--- config.mk ---
export PLATFORM = sky130hd
export DESIGN_NAME = regfile_wb_arbiter
export DESIGN_NICKNAME = d
export VERILOG_FILES = /design/src/rtl/regfile_wb_arbiter.sv
export SDC_FILE = /design/constraint.sdc
export NUM_CORES = 1
export LEC_CHECK = 0
export ABC_AREA = 0
export CAP_MARGIN = 0
export CELL_PAD_IN_SITES_DETAIL_PLACEMENT = 1
export CELL_PAD_IN_SITES_GLOBAL_PLACEMENT = 2
export CORE_ASPECT_RATIO = 1.1
export CORE_UTILIZATION = 24
export DETAILED_ROUTE_END_ITERATION = 10
export MAX_ROUTING_LAYER = met4
export PLACE_DENSITY = 0.91
export REMOVE_ABC_BUFFERS = 1
export SKIP_LAST_GASP = 1
export SYNTH_ARGS = -nofsm -noshare
export SYNTH_HDL_FRONTEND = slang
export SYNTH_SLANG_ARGS = --single-unit
--- constraint.sdc ---
create_clock -name clk -period 4.7 [get_ports clk]
set_input_delay 1.175 -clock clk [delete_from_list [all_inputs] [get_ports clk]]
set_output_delay 1.175 -clock clk [all_outputs]
set_load 0.1 [all_outputs]
--- src/rtl/regfile_wb_arbiter.sv ---
// regfile_wb_arbiter
//   Shares the single register-file write port (we3/a3/wd3) between two
//   writeback requesters: requester 0 is the main ALU pipeline and
//   requester 1 is a long-latency unit (load/mul). The winning write is
//   registered and drives the register file one cycle after acceptance.
//   A pending-write scoreboard lets decode stall on RAW hazards against
//   writebacks that are still in flight.
//
// Ports
//   clk, rst                   core clock, synchronous active-high reset
//   wb0_valid_i/ready_o        requester 0 handshake
//   wb0_addr_i/data_i          requester 0 destination and data
//   wb1_valid_i/ready_o        requester 1 handshake
//   wb1_addr_i/data_i          requester 1 destination and data
//   pend_set_i, pend_addr_i    issue stage marks a destination pending
//   rs1_i, rs2_i               decode source registers
//   stall_o                    a decode source is pending
//   pending_o                  scoreboard vector (bit 0 always 0)
//   we3, a3, wd3               registered register-file write port
module regfile_wb_arbiter #(
    parameter int REGISTERS = 32,
    parameter int WIDTH     = 32,
    parameter bit RR        = 1'b1
) (
    input  logic                         clk,
    input  logic                         rst,
    input  logic                         wb0_valid_i,
    output logic                         wb0_ready_o,
    input  logic [$clog2(REGISTERS)-1:0] wb0_addr_i,
    input  logic [WIDTH-1:0]             wb0_data_i,
    input  logic                         wb1_valid_i,
    output logic                         wb1_ready_o,
    input  logic [$clog2(REGISTERS)-1:0] wb1_addr_i,
    input  logic [WIDTH-1:0]             wb1_data_i,
    input  logic                         pend_set_i,
    input  logic [$clog2(REGISTERS)-1:0] pend_addr_i,
    input  logic [$clog2(REGISTERS)-1:0] rs1_i,
    input  logic [$clog2(REGISTERS)-1:0] rs2_i,
    output logic                         stall_o,
    output logic [REGISTERS-1:0]         pending_o,
    output logic                         we3,
    output logic [$clog2(REGISTERS)-1:0] a3,
    output logic [WIDTH-1:0]             wd3
);

    localparam int AW = $clog2(REGISTERS);

    // last_grant = 1 means requester 1 won most recently, so requester 0
    // wins the next conflict.
    logic                 last_grant;
    logic                 grant0;
    logic                 grant1;
    logic [AW-1:0]        sel_addr;
    logic [WIDTH-1:0]     sel_data;
    logic [REGISTERS-1:0] pending;
    logic [REGISTERS-1:0] pending_nxt;

    // Arbitration: combinational on the valids, nothing granted in reset.
    always_comb begin
        grant0 = 1'b0;
        grant1 = 1'b0;
        if (!rst) begin
            if (wb0_valid_i && wb1_valid_i) begin
                if (RR && !last_grant) begin
                    grant1 = 1'b1;
                end else begin
                    grant0 = 1'b1;
                end
            end else begin
                grant0 = wb0_valid_i;
                grant1 = wb1_valid_i;
            end
        end
    end

    assign wb0_ready_o = grant0;
    assign wb1_ready_o = grant1;
    assign sel_addr    = grant1 ? wb1_addr_i : wb0_addr_i;
    assign sel_data    = grant1 ? wb1_data_i : wb0_data_i;

    // Scoreboard next state: the clear tracks the register-file write
    // currently on we3; a set in the same cycle wins because it marks a
    // newer producer of the same register.
    always_comb begin
        pending_nxt = pending;
        if (we3) begin
            pending_nxt[a3] = 1'b0;
        end
        if (pend_set_i && (pend_addr_i != '0)) begin
            pending_nxt[pend_addr_i] = 1'b1;
        end
        pending_nxt[0] = 1'b0;
    end

    // Write-port register stage: accepted transfer appears on we3/a3/wd3
    // in the following cycle. A write to x0 is accepted but never enabled.
    always_ff @(posedge clk) begin
        if (rst) begin
            we3        <= 1'b0;
            a3         <= '0;
            wd3        <= '0;
            last_grant <= 1'b1;
            pending    <= '0;
        end else begin
            pending <= pending_nxt;
            if (grant0 || grant1) begin
                we3        <= (sel_addr != '0);
                a3         <= sel_addr;
                wd3        <= sel_data;
                last_grant <= grant1;
            end else begin
                we3 <= 1'b0;
            end
        end
    end

    assign pending_o = pending;
    assign stall_o   = ((rs1_i != '0) && pending[rs1_i]) ||
                       ((rs2_i != '0) && pending[rs2_i]);

endmodule

==> tab_implementation.tex, run 1 <==
\begin{tabular}{lr}
\hline
Metric & Value \\
\hline
\multicolumn{2}{l}{\textbf{Run status}} \\
Status & complete, no violations \\
\multicolumn{2}{l}{\textbf{Synthesis}} \\
Mean post-synth cell area & 8.74 µm² \\
Post-synthesis mux area share & 12.9\% \\
Count of unique library cells instantiated by Yosys & 39 \\
Post-synthesis instance total & 386 \\
Post-synthesis compound-gate area fraction & 25.0\% \\
Netlist area before placement & 3370 µm² \\
Top post-synthesis cells by area & dfxtp\_1 (42\%), a21oi\_1 (9.3\%), mux4\_2 (8.0\%) \\
Proportion of synthesized chip area in sequential cells & 41.5\% \\
Largest family of logic cells by synthesized area & compound AO/OA/AOI/OAI gates \\
Synth Register Bits & 70 \\
Warnings, synthesis & 0 \\
Share of the synthesized area in the top cell type & 41.5\% \\
Simple-Gate Fraction of Synth Area & 16.8\% \\
Post-synthesis share of cell area spent on full adders, half adders and majority gates & 0\% \\
Post-synthesis share of cell area spent on xor and xnor gates & 0\% \\
Largest area contributor in the synthesized netlist & dfxtp\_1 \\
\multicolumn{2}{l}{\textbf{GRT}} \\
Met1 routing resource usage after global routing & 22.0\% \\
Antenna violations before repair & 0 \\
M3 GR Usage & 6.78\% \\
GRT Util Overall & 19.6\% \\
Maximum number of pins on one net before global-route repair & 46 \\
Global routing usage on met2 & 33.0\% \\
Most congested layer reported by global routing & met2 \\
Via count of the first global-routing pass & 3882 \\
Global-route wire length before repair & 20800 µm \\
Gr ovfl total & 0 \\
\multicolumn{2}{l}{\textbf{Layout}} \\
Antenna Diode Count & 0 \\
Post-layout util & 40.2\% \\
Fraction of layout cells with a size suffix above 1 & 8.26\% \\
Post-route insts no fill & 733 \\
Area growth from synthesis to layout & 63.8\% \\
Layout fillers & 1608 \\
Nets & 634 \\
Area of all sequential standard cells & 1400 µm² \\
Area taken by multi-input logic gates & 1860 µm² \\
Final Instance Area & 5530 µm² \\
\multicolumn{2}{l}{\textbf{Floorplanning}} \\
Core box area & 13700 µm² \\
IO Count & 167 \\
Die span in x & 115 µm \\
Row count & 45 \\
Starting Density & 24.6\% \\
Vertical die dimension & 126 µm \\
Die area & 14500 µm² \\
\multicolumn{2}{l}{\textbf{CTS}} \\
Clk Tree Root Cell & clkbuf\_16 \\
\# resized after CTS & 0 \\
Clock tree sinks & 70 \\
Later-pin clock latency in the skew report & 330 ps \\
Clock tree from TritonCTS & done \\
Number of setup buffers added after CTS & 0 \\
CTS H-tree lvls & 3 \\
Hold-fix buffers, CTS & 0 \\
Clock-pin slew reported for the worst setup and hold paths after clock tree synthesis & 50 ps \\
Maximum root-to-sink buffer count & 2 \\
Number of CTS-inserted buffers & 9 \\
\multicolumn{2}{l}{\textbf{Placed design}} \\
Total placed instance area & 5230 µm² \\
Placed wire-length estimate & 10400 µm \\
RD Place Congestion & 0.806 \\
Number of input and output port buffers inserted & 165 \\
Number of cells in the design after placement & 717 \\
Post-place setup slack & 238 ps \\
\multicolumn{2}{l}{\textbf{Setup path}} \\
Ordered cell list for the critical path & clkdlybuf4s50\_1 -> mux4\_2 -> mux2i\_1 -> a31oi\_1 -> a211o\_1 -> buf\_12 \\
Maximum fanout along the worst path & 9 \\
Flop-to-flop setup slack & 2930 ps \\
Category of the most critical setup path & in -> out \\
Start point of the critical path & rs2\_i[0] \\
Destination of the worst register-to-register timing path & wd3[24] \\
Critical path endpoint category & output port \\
Critical path startpoint category & primary input \\
Longest individual stage delay on the worst path & 760 ps \\
Worst Reg2Reg Path Length in Cells & 6 \\
Cell at the slowest stage of the critical path & clkdlybuf4s50\_1 \\
Arrival time worst endpoint & 3280 ps \\
RR Startpoint & last\_grant \\
Endpoint required time on the critical path & 3520 ps \\
\multicolumn{2}{l}{\textbf{STA}} \\
Setup TNS & 0 ps \\
Hold Slack & 454 ps \\
Smallest setup slack after layout & 246 ps \\
Maximum clock rate & 0.225 GHz \\
Max-slew headroom at the worst pin & 29.0\% \\
Final worst clock skew & 5.93 ps \\
Final setup violation count & 0 \\
Final critical delay including setup and external delays & 4450 ps \\
Worst-Margin Slew & 1060 ps \\
Number of failing hold endpoints at the final stage & 0 \\
RSZ-0062 raised after global routing & false \\
Final critical-path share of the clock period & 94.8\% \\
Final max-slew violation count & 0 \\
\multicolumn{2}{l}{\textbf{Power and ir drop}} \\
Clock network fraction of total power & 38.0\% \\
Switching share of total power & 32.6\% \\
Sequential Power Share & 35.6\% \\
Leakage & 1.88 nW \\
Net Switching & 0.590 mW \\
Comb power frac & 26.4\% \\
Maximum vdd drop & 0.151 mV \\
Total power consumption of the routed design & 1.81 mW \\
Power density cells & 328 nW/µm² \\
Internal power summed over all cells & 1.22 mW \\
\multicolumn{2}{l}{\textbf{Detailed routing}} \\
Routed WL per cell & 18.4 µm \\
Mean number of vias per cell & 5.00 \\
Antenna-violating nets left & 0 \\
Total wire length after detailed routing & 13500 µm \\
Remaining routing DRC violations & 0 \\
Pre-Repair DR Iteration Count & 4 \\
Routed via count & 3663 \\
Starting DRT DRC Count & 101 \\
\multicolumn{2}{l}{\textbf{Hold path}} \\
Source of the worst hold timing path & wd3[7] \\
Worst min-delay path endpoint & wd3[7] \\
Hold WC Path Type & reg -> reg \\
Hold depth & 2 \\
\multicolumn{2}{l}{\textbf{Run}} \\
Max-capacitance violation count & 0 \\
\hline
\end{tabular}
==> layer usage <==
layer / up-vias / wire length [µm]
met5: - / 0
li1: 1733 / -
met3: 13 / 1190
met2: 151 / 6480
met4: 0 / 167
met1: 1766 / 5680
==> critical path, delay by kind of cell <==
kind | cells | cell delay (ps)
compound gates | 2 | 420
buf+inv | 2 | 940
mux | 2 | 740
==> how the worst max path moves through the flow <==
| stage | endpoint | slack [ps] | depth (start not counted) |
|---|---|---|---|
| 3_5_place_dp | stall_o | 240 | 6 |
| 5_1_grt | stall_o | 140 | 6 |
| 3_3_place_gp | stall_o | 290 | 6 |
| 6_report | stall_o | 250 | 6 |
| 4_1_cts | stall_o | 240 | 6 |
| 2_1_floorplan | wb0_ready_o | -1860 | 2 |
==> layout make-up <==
cell class                 count  share of cell area [%]
inverter                       3                   0.204
tap                          188                    4.26
timing repair buffer         171                    31.2
sequential                    70                    25.4
clock inverter                 4                   0.815
multi-input combinational    285                    33.6
clock buffer                  12                    4.64
==> sequential cells by signal, indices dropped and copies added (netlist names) <==
| signal | count |
|---|---|
| last_grant | 1 |
| pending_o | 31 |
| a3 | 5 |
| we3 | 1 |
| wd3 | 32 |
==> power groups by stage <==
| stage | sequential [mW] | clock [mW] | combinational [mW] |
|---|---|---|---|
| after global placement | 0.655 | 0 | 0.475 |
| after global routing | 0.648 | 0.727 | 0.501 |
| final | 0.644 | 0.688 | 0.478 |
| after detailed placement | 0.657 | 0 | 0.480 |
| after CTS | 0.644 | 0.701 | 0.482 |
| after floorplan | 0.834 | 0 | 0.104 |
==> synthesized netlist by cell type (all sizes together) <==
library cell	instances
a211o	2
a211oi	6
a21oi	63
a221oi	1
a22oi	32
a31oi	1
and3	2
and3b	2
buf	7
clkbuf	21
clkinv	1
conb	1
dfxtp	70
inv	2
mux2	1
mux2i	10
mux4	14
nand2	70
nand2b	1
nand3	2
nand3b	8
nor2	9
nor2b	2
nor3	3
nor3b	5
nor4b	1
o21ai	33
o21bai	2
o22ai	3
o311a	1
or3	2
or3b	5
or4	2
or4bb	1
==> placed cells by master (no fill, tap or decap), drive strengths merged <==
master         count
clkdlybuf4s50    161
nand2             70
dfxtp             70
a21oi             63
o21ai             33
a22oi             32
mux4              14
clkbuf            12
mux2i             10
buf               10
nor2               9
nand3b             8
a211oi             6
nor3b              5
or3b               5
clkinv             4
o22ai              3
nor3               3
inv                2
nor2b              2
a211o              2
and3               2
nand3              2
and3b              2
or4                2
or3                2
o21bai             2
a31oi              1
nor4b              1
mux2               1
a221oi             1
nand2b             1
or4bb              1
o311a              1
conb               1
bufinv             1
==> logic make-up (layout without fill, tap and decap cells) <==
group	after synthesis	after routing
and+or+nand+nor	115	115
AOI/OAI and AO/OA	144	144
buffers and inverters	31	190
other	1	1
muxes	25	25
DFF	70	70
Note: power is estimated with default switching activity, not from simulation.
==> run 2: changes to the inputs <==
--- a/config.mk
+++ b/config.mk
@@ -10,10 +10,10 @@
 export CELL_PAD_IN_SITES_DETAIL_PLACEMENT = 1
 export CELL_PAD_IN_SITES_GLOBAL_PLACEMENT = 2
 export CORE_ASPECT_RATIO = 1.1
-export CORE_UTILIZATION = 24
+export CORE_UTILIZATION = 22
 export DETAILED_ROUTE_END_ITERATION = 10
 export MAX_ROUTING_LAYER = met4
-export PLACE_DENSITY = 0.91
+export PLACE_DENSITY = 0.85
 export REMOVE_ABC_BUFFERS = 1
 export SKIP_LAST_GASP = 1
 export SYNTH_ARGS = -nofsm -noshare
==> constraint.sdc (replaced) <==
create_clock -name clk -period 4.55 [get_ports clk]
set_input_delay 1.1375 -clock clk [delete_from_list [all_inputs] [get_ports clk]]
set_output_delay 1.1375 -clock clk [all_outputs]
set_load 0.1 [all_outputs]
==> run 2 against run 1 <==
Effect of this change:
- the flow now finishes with violations (design-rule violations)
- cell count up 1.1%
- non-clock buffer count unchanged
- hold slack worse by 2.7 ps
- utilization is 3.4 points lower
- register-to-register slack worse by 150 ps
- combinational power rose by 3%
- power rose by 0.77%
- wire length decreased by 4.9%
- critical path depth unchanged
- critical path type unchanged
- critical endpoint unchanged
- largest cell class unchanged
==> tab_implementation.tex, run 2 (synthesis results as in run 1) <==
\begin{tabular}{lr}
\hline
Metric & Value \\
\hline
\multicolumn{2}{l}{\textbf{Setup path}} \\
Destination of the worst register-to-register timing path & wd3[30] \\
Maximum fanout along the worst path & 9 (unchanged) \\
Ordered cell list for the critical path & clkdlybuf4s50\_1 -> mux4\_2 -> mux2i\_1 -> a31oi\_1 -> a211o\_1 -> buf\_12 \\
Critical path startpoint category & primary input \\
Worst Reg2Reg Path Length in Cells & 6 (unchanged) \\
Flop-to-flop setup slack & 2780 ps (-150 ps) \\
Endpoint required time on the critical path & 3410 ps (-110 ps) \\
Cell at the slowest stage of the critical path & clkdlybuf4s50\_1 \\
Category of the most critical setup path & in -> out \\
Longest individual stage delay on the worst path & 750 ps (about the same) \\
Critical path endpoint category & output port \\
Arrival time worst endpoint & 3250 ps (-30 ps) \\
RR Startpoint & last\_grant \\
\multicolumn{2}{l}{\textbf{Detailed routing}} \\
Mean number of vias per cell & 4.95 (-1.0\%) \\
Routed via count & 3666 (+0.082\%) \\
Routed WL per cell & 17.3 µm (-5.9\%) \\
Antenna-violating nets left & 0 (unchanged) \\
Remaining routing DRC violations & 5 (+5) \\
Starting DRT DRC Count & 149 (+48\%) \\
Total wire length after detailed routing & 12900 µm (-4.9\%) \\
Pre-Repair DR Iteration Count & 9 (+5) \\
\multicolumn{2}{l}{\textbf{Layout}} \\
Area growth from synthesis to layout & 63.7\% (about the same) \\
Nets & 634 (unchanged) \\
Commonest non-fill, non-tap cell in the layout & clkdlybuf4s50\_1 \\
Number of flip-flops under the largest register name & 32 (unchanged) \\
Register name with the most flops & wd3 \\
Most used cells in the layout excluding fill and tap cells & clkdlybuf4s50\_1 (161), nand2\_1 (70), dfxtp\_1 (70) \\
Fraction of layout cells with a size suffix above 1 & 8.26\% (unchanged) \\
Antenna Diode Count & 0 (unchanged) \\
Final Instance Area & 5520 µm² (about the same) \\
Layout fillers & 1733 (+7.8\%) \\
\multicolumn{2}{l}{\textbf{STA}} \\
Final setup violation count & 0 (unchanged) \\
RSZ-0062 raised after global routing & false \\
Max-slew headroom at the worst pin & 32.0\% (+3.0 points) \\
Worst-Margin Slew & 1020 ps (-45.2 ps) \\
Final worst clock skew & 5.25 ps (-0.682 ps) \\
Final critical-path share of the clock period & 96.5\% \\
Maximum clock rate & 0.228 GHz \\
Final max-slew violation count & 0 (unchanged) \\
Final critical delay including setup and external delays & 4390 ps \\
Number of failing hold endpoints at the final stage & 0 (unchanged) \\
\multicolumn{2}{l}{\textbf{CTS}} \\
Number of setup buffers added after CTS & 0 (unchanged) \\
CTS H-tree lvls & 3 (unchanged) \\
Hold-fix buffers, CTS & 0 (unchanged) \\
Maximum root-to-sink buffer count & 2 (unchanged) \\
Clock-pin slew reported for the worst setup and hold paths after clock tree synthesis & 50 ps (about the same) \\
\# resized after CTS & 0 (unchanged) \\
Number of CTS-inserted buffers & 9 (unchanged) \\
Clk Tree Root Cell & clkbuf\_16 \\
Clock tree sinks & 70 (unchanged) \\
Later-pin clock latency in the skew report & 330 ps (about the same) \\
Clock tree from TritonCTS & done \\
\multicolumn{2}{l}{\textbf{Floorplanning}} \\
IO Count & 167 (unchanged) \\
Die span in x & 120 µm (+4.4\%) \\
Starting Density & 22.5\% (-2.1 points) \\
Vertical die dimension & 132 µm (+4.4\%) \\
Die area & 15800 µm² (+8.9\%) \\
Core box area & 15000 µm² (+9.2\%) \\
Row count & 47 (+4.4\%) \\
\multicolumn{2}{l}{\textbf{GRT}} \\
Global-route wire length before repair & 20200 µm (-2.8\%) \\
Gr ovfl total & 0 (unchanged) \\
Maximum number of pins on one net before global-route repair & 72 (+57\%) \\
Via count of the first global-routing pass & 3856 (-0.67\%) \\
Antenna violations before repair & 0 (unchanged) \\
GRT Util Overall & 16.9\% (-2.7 points) \\
\multicolumn{2}{l}{\textbf{Power and ir drop}} \\
Sequential Power Share & 36.5\% (+0.9 points) \\
Total power consumption of the routed design & 1.82 mW (+0.77\%) \\
Power density cells & 330 nW/µm² (+0.84\%) \\
Internal power summed over all cells & 1.22 mW (about the same) \\
Maximum vdd drop & 0.125 mV (-17\%) \\
Switching share of total power & 33.0\% (+0.48 points) \\
Comb power frac & 27.0\% (+0.6 points) \\
Clock network fraction of total power & 36.5\% (-1.5 points) \\
Leakage & 1.87 nW (-0.57\%) \\
Net Switching & 0.603 mW (+2.2\%) \\
\multicolumn{2}{l}{\textbf{Placed design}} \\
Placed wire-length estimate & 9830 µm (-5.7\%) \\
Total placed instance area & 5240 µm² (+0.19\%) \\
Number of input and output port buffers inserted & 165 (unchanged) \\
RD Place Congestion & 0.858 (+6.5\%) \\
\multicolumn{2}{l}{\textbf{Hold path}} \\
Hold WC Path Type & reg -> reg \\
Source of the worst hold timing path & wd3[20] \\
Worst min-delay path endpoint & wd3[20] \\
Hold depth & 2 (unchanged) \\
\multicolumn{2}{l}{\textbf{Run status}} \\
Violations in the final reports & design-rule violations \\
Status & finished with violations \\
\multicolumn{2}{l}{\textbf{Run}} \\
Max-capacitance violation count & 0 (unchanged) \\
\hline
\end{tabular}
run 2: worst max-delay path by stage:
stage                           start           to  slack, ps  cells after the start
after global routing         rs2_i[0]      stall_o          3                      6
after floorplan           wb1_valid_i  wb0_ready_o      -1940                      2
after global placement       rs2_i[0]      stall_o        210                      6
after detailed placement     rs2_i[0]      stall_o        140                      6
after CTS                    rs2_i[0]      stall_o        140                      6
final                        rs2_i[0]      stall_o        160                      6
run 2: through the flow:
step / hold WS [ps] / util [%] / TNS [ps] / instances / setup WS [ps]
floorplan: 459 / - / -54480 / 358 / -1940
global placement: 442 / 34.9 / 0 / 725 / 208
detailed placement: 450 / 34.9 / 0 / 725 / 138
CTS: 455 / 36.8 / 0 / 741 / 138
global route: 475 / 36.8 / 0 / 741 / 3.09
finish: 451 / 36.8 / 0 / 741 / 158
run 2: worst max-delay path: cells and delay by family:
family	cells	cell delay (ps)
AOI/OAI and AO/OA	2	410
muxes	2	760
buffers and inverters	2	930
run 2: final cells by class:
cell class | instances | area [µm²] | area share, %
clock buffers | 13 | 270 | 4.89
clock inverters | 3 | 17.5 | 0.317
inverters | 3 | 11.3 | 0.204
multi-input cells | 285 | 1860 | 33.6
flip-flops and latches | 70 | 1400 | 25.4
well taps | 196 | 245 | 4.44
repair buffers | 171 | 1720 | 31.2
run 2: power groups by stage:
| stage | Combinational [mW] | Clock (mW) | Sequential [mW] |
|---|---|---|---|
| floorplan | 0.108 | 0 | 0.861 |
| global placement | 0.490 | 0 | 0.677 |
| detailed placement | 0.495 | 0 | 0.679 |
| CTS | 0.496 | 0.687 | 0.666 |
| global route | 0.516 | 0.718 | 0.669 |
| finish | 0.493 | 0.666 | 0.665 |
run 2: layer usage:
layer	track usage [%]	wire length (µm)
met1	18.9	5230
met3	4.97	1060
met5	-	0
met4	6.74	315
met2	28.0	6250
